<file path="config.mk">
export PLATFORM = sky130hd
export DESIGN_NAME = uart_tx_scheduler
export DESIGN_NICKNAME = d
export VERILOG_FILES = /design/src/rtl/uart_tx_scheduler.sv
export SDC_FILE = /design/constraint.sdc
export NUM_CORES = 1
export LEC_CHECK = 0
export BUFFER_PORTS_ARGS = -buffer_cell sky130_fd_sc_hd__buf_4
export CORE_MARGIN = 2
export CORE_UTILIZATION = 45
export DETAILED_ROUTE_END_ITERATION = 10
export PLACE_DENSITY_LB_ADDON = 0.15
export SYNTH_ARGS = -nofsm -noshare
export SYNTH_HDL_FRONTEND = slang
export SYNTH_SLANG_ARGS = --single-unit
</file>
<file path="constraint.sdc">
create_clock -name CLK -period 1.7 [get_ports CLK]
set_input_delay 0.085 -clock CLK [delete_from_list [all_inputs] [get_ports CLK]]
set_output_delay 0.085 -clock CLK [all_outputs]
set_load 0.03 [all_outputs]
</file>
<file path="src/rtl/uart_tx_scheduler.sv">
// Round-robin arbiter that feeds four byte requesters into a single UART transmitter.
// It issues one frame at a time and holds off the next grant until the frame and its guard time have elapsed.
module uart_tx_scheduler #(
  parameter int ClockFrequency = 50_000_000,
  parameter int BaudRate       = 115200,
  parameter int GuardCycles    = 2
) (
  input  logic        CLK,
  input  logic        RST,
  input  logic [3:0]  i_req_valid,
  input  logic [31:0] i_req_data,
  output logic [3:0]  o_req_ready,
  output logic        o_send,
  output logic [7:0]  o_frame,
  output logic        o_busy,
  output logic [1:0]  o_grant_id
);

  localparam int TicksPerBit = ClockFrequency / BaudRate;
  localparam int FrameCycles = 10 * TicksPerBit + GuardCycles;
  localparam int CntW        = $clog2(FrameCycles + 1);
  localparam logic [CntW-1:0] CntLoad = CntW'(FrameCycles - 1);

  typedef enum logic [1:0] {IDLE, ISSUE, WAIT} state_t;

  state_t          state_reg;
  logic [CntW-1:0] cnt_reg;
  logic [1:0]      ptr_reg;
  logic            send_reg;
  logic [7:0]      frame_reg;
  logic [1:0]      grant_reg;

  logic [1:0] cand [4];
  logic [7:0] req_byte [4];
  logic [3:0] hit;
  logic       win_valid;
  logic [1:0] win_id;

  // Candidate gi is the requester visited at step gi of the search starting after ptr.
  genvar gi;
  generate
    for (gi = 0; gi < 4; gi++) begin : g_cand
      assign cand[gi]     = ptr_reg + 2'(gi + 1);
      assign hit[gi]      = i_req_valid[cand[gi]];
      assign req_byte[gi] = i_req_data[8*gi +: 8];
    end
  endgenerate

  always_comb begin
    win_valid = |hit;
    win_id    = ptr_reg;
    for (int k = 3; k >= 0; k--) begin
      if (hit[k]) win_id = cand[k];
    end
  end

  always_comb begin
    o_req_ready = '0;
    if (state_reg == IDLE && RST && win_valid) o_req_ready[win_id] = 1'b1;
  end

  always_ff @(posedge CLK) begin
    if (!RST) begin
      state_reg <= IDLE;
      cnt_reg   <= '0;
      ptr_reg   <= 2'd3;
      send_reg  <= 1'b0;
      frame_reg <= 8'h00;
      grant_reg <= 2'd3;
    end else begin
      send_reg <= 1'b0;
      case (state_reg)
        IDLE: begin
          if (win_valid) begin
            frame_reg <= req_byte[win_id];
            grant_reg <= win_id;
            ptr_reg   <= win_id;
            send_reg  <= 1'b1;
            state_reg <= ISSUE;
          end
        end
        ISSUE: begin
          cnt_reg   <= CntLoad;
          state_reg <= WAIT;
        end
        WAIT: begin
          if (cnt_reg == '0) state_reg <= IDLE;
          else               cnt_reg   <= cnt_reg - CntW'(1);
        end
        default: state_reg <= IDLE;
      endcase
    end
  end

  // A reset arriving during ISSUE suppresses the pulse in that same cycle.
  assign o_send     = send_reg & RST;
  assign o_frame    = frame_reg;
  assign o_grant_id = grant_reg;
  assign o_busy     = (state_reg != IDLE);

endmodule

</file>
==> flow_summary_export.csv <==
group,metric,value,unit
logic_synthesis,synth-async-reset-ratio,0,%
critical_path,timing.critical_path.cells,"or4_4 -> or4_4 -> o21ai_4 -> o21ai_1 -> a31oi_1",
timing,setup_tns,-3.04,ns
cts,h-tree-depth,1,
route,drt-initial-drc-count,59,
critical_path,worst_ep_required_time,1.96,ns
timing,final.setup.worst_slack,-0.256,ns
cells_and_area,antenna_cells_inserted,0,
cells_and_area,utilization,80.0,%
critical_path,arrival,2.22,ns
route,route.detailed.drc,0,
critical_path,path_max_fanout,5,
power,power_density,956,nW/um^2
die,die_y,62.6,um
critical_path,crit_path_start_kind,"register",
placement,gp_congestion,0.775,
cts,root_buffer,"sky130_fd_sc_hd__clkbuf_4",
logic_synthesis,top_cell_types_by_occurrence_after_synthesis,"sky130_fd_sc_hd__dfxtp_1 (26), sky130_fd_sc_hd__and3_1 (19), sky130_fd_sc_hd__a21boi_0 (17), sky130_fd_sc_hd__nand2_1 (17), sky130_fd_sc_hd__o21ai_0 (17)",
global_routing,vias_in_the_first_global_route,1837,
timing,grt_setup_unrepaired,"yes",
die,core,3310,sq um
logic_synthesis,synth.top_cells.by_area,"sky130_fd_sc_hd__dfxtp_1 (34%), sky130_fd_sc_hd__a21boi_0 (8.3%), sky130_fd_sc_hd__and3_1 (7.7%)",
run,cap_violations,0,
global_routing,overflow,0,
cells_and_area,drive_above_1_share,49.0,%
global_routing,groute.usage.overall,25.9,%
timing,period_needed,1.96,ns
placement,numPlacedInstances,316,
timing,maxSlewViolCount,0,
placement,detailedPlace.worstSlack,-0.224,ns
cts,clock_pin_transition_on_the_worst_setup_and_hold_timing_paths,0.15,ns
cells_and_area,design.final.nets,331,
cts,tritoncts.num_buffers,3,
timing,fin_crit_sh,115,%
timing,finalSetupViolCount,18,
critical_path,critPathKind,"reg -> reg",
logic_synthesis,synth_area,1550,sq um
logic_synthesis,synth-edff-count,0,
logic_synthesis,yosysWarnings,0,
critical_path,worst_path_most_repeated_cell,"sky130_fd_sc_hd__or4_4",
cells_and_area,post-route-cell-area,2650,sq um
power,peakVddDrop,0.000480,V
global_routing,grt_max_degree,17,
placement,numPortBuffers,53,
cts,clk-insertion-delay-late,0.34,ns
die,fp-row-count,21,
placement,detailed_place.area,2260,sq um
timing,max_slew.worst_pin.slew,0.539,ns
global_routing,antenna_found_initial,0,
die,start_util,46.7,%
cts,cts.path.max_buffers,2,
route,viasPerCell,5.37,
power,static-leakage-power,1.24,nW
logic_synthesis,ys_ff_latch,26,
die,top_ports,54,
critical_path,slowest_delay,0.57,ns
placement,hpwlAfterDp,3010,um
run_status,outcome,"finished with violations",
logic_synthesis,synth_sequential_area_ratio,33.7,%
cells_and_area,fin_cells,336,
timing,relSlewSlack,64.1,%
route,route.antenna.remaining_nets,0,
route,drt_wl_total,4990,um
timing,final-hold-violation-count,0,
logic_synthesis,yosysMostFrequentCell,"sky130_fd_sc_hd__dfxtp_1",
die,floorplan.die.width,62.6,um
run_status,violations,"setup timing",
cts,clock-sinks,26,
critical_path,endpoint_kind,"register",
hold_path,worstHoldPathType,"in -> reg",
logic_synthesis,synthDominantCellAreaShare,33.7,%
global_routing,global_route_wire_length_before_repair,8140,um
cts,cts_tree,"built",
route,post_drt_wl_per_cell,14.8,um
route,num_vias,1805,
logic_synthesis,netlist_instances,196,
timing,max_freq,511,MHz
logic_synthesis,yosys_most_used_dff,"sky130_fd_sc_hd__dfxtp_1",
route,number_of_search_and_repair_iterations_in_the_first_detailed_routing_pass,4,
logic_synthesis,synth_top_area_cell,"sky130_fd_sc_hd__dfxtp_1",
timing,clock_skew,0.00888,ns
die,die_area,3920,sq um
cells_and_area,syn_to_final_growth,71.2,%
logic_synthesis,avgSynthCellArea,7.89,sq um
critical_path,critical_path.n_buffers_inverters,0,
logic_synthesis,synth.net_count,236,
logic_synthesis,synth_cell_type_count,39,
cells_and_area,flip_flop_count_of_the_largest_register_after_layout,13,
critical_path,cpMaxStageDelayCell,"sky130_fd_sc_hd__or4_4",
critical_path,setup.reg_to_reg.worst_slack,-0.26,ns
critical_path,path_delay_family,"simple AND/OR/NAND/NOR gates",
final cells by class:
type	count	area, sq um
clock buffers	4	36.3
fillers	248	663
inverters	7	26.3
flip-flops and latches	26	534
multi-input cells	154	1130
repair buffers	99	867
well taps	46	57.6
final timing paths:
kind                  start          to  cells past startpoint
max              cnt_reg[3]  cnt_reg[0]                      5
min          i_req_data[20]  o_frame[4]                      4
min reg2reg      o_frame[3]  o_frame[3]                      2
max reg2reg      cnt_reg[3]  cnt_reg[0]                      5
routing by layer:
| layer | track usage, % | up-vias | share of wire (%) |
|---|---|---|---|
| met2 | 47.2 | 49 | 53 |
| met5 | 0 | - | 0 |
| li1 | - | 908 | - |
| met4 | 14.7 | 0 | 2.6 |
| met3 | 5.05 | 11 | 4.2 |
| met1 | 27.8 | 837 | 40 |
power breakdown:
| group | switching (W) | internal [W] |
|---|---|---|
| Sequential | 0.0000825 | 0.000721 |
| Clock | 0.000196 | 0.000132 |
| Combinational | 0.000682 | 0.000717 |
| Total | 0.000960 | 0.00157 |
worst min-delay path, cell delays in order:
cell and delay [ns]:
sky130_fd_sc_hd__buf_4 0.07, sky130_fd_sc_hd__and3_1 0.12, sky130_fd_sc_hd__o21ai_1 0.07, sky130_fd_sc_hd__nand3_1 0.06
layout by cell type (no fill, tap or decap), drive strengths merged, types with 2 or more instances in the layout:
master | netlist | routed
a21boi | 17 | 17
a21o | 2 | 2
a21oi | 12 | 12
a31oi | 3 | 3
and2 | 3 | 3
and3 | 19 | 19
buf | 0 | 96
bufbuf | 0 | 2
clkbuf | 9 | 4
dfxtp | 26 | 26
ha | 2 | 2
inv | 7 | 7
nand2 | 18 | 18
nand2b | 7 | 7
nand3 | 9 | 9
nand3b | 2 | 2
nor2 | 6 | 6
nor2b | 4 | 4
nor4 | 3 | 3
o21ai | 20 | 20
o311ai | 2 | 2
or4 | 6 | 6
xnor2 | 3 | 3
xor2 | 3 | 3
logic make-up (layout without fill, tap and decap cells):
kind of cell | Yosys count | after routing | share of synthesized area, %
xor+xnor | 6 | 6 | 3.40
simple gates | 83 | 83 | 30.7
fa+ha+maj | 2 | 2 | 1.62
flops | 26 | 26 | 33.7
compound gates | 62 | 62 | 26.0
buf+inv | 16 | 110 | 3.88
mux | 1 | 1 | 0.728
metrics by stage:
step / hold WS (ns) / total power (W)
after global placement: 0.320 / 0.00186
after global routing: 0.0972 / 0.00268
after CTS: 0.0906 / 0.00242
after floorplan: 0.147 / 0.00141
final: 0.0806 / 0.00253
after detailed placement: 0.324 / 0.00188
what timing repair did:
| action | CTS | global route |
|---|---|---|
| hold buffers | 1 | 0 |
| cloned | 2 | 0 |
| gates resized for setup | 23 | 35 |
| setup endpoints to repair | 25 | 26 |
| hold endpoints to repair | 2 | 0 |
| pin swaps | 15 | 13 |
| setup buffers | 10 | 3 |
Note: power is estimated with default switching activity, not from simulation.
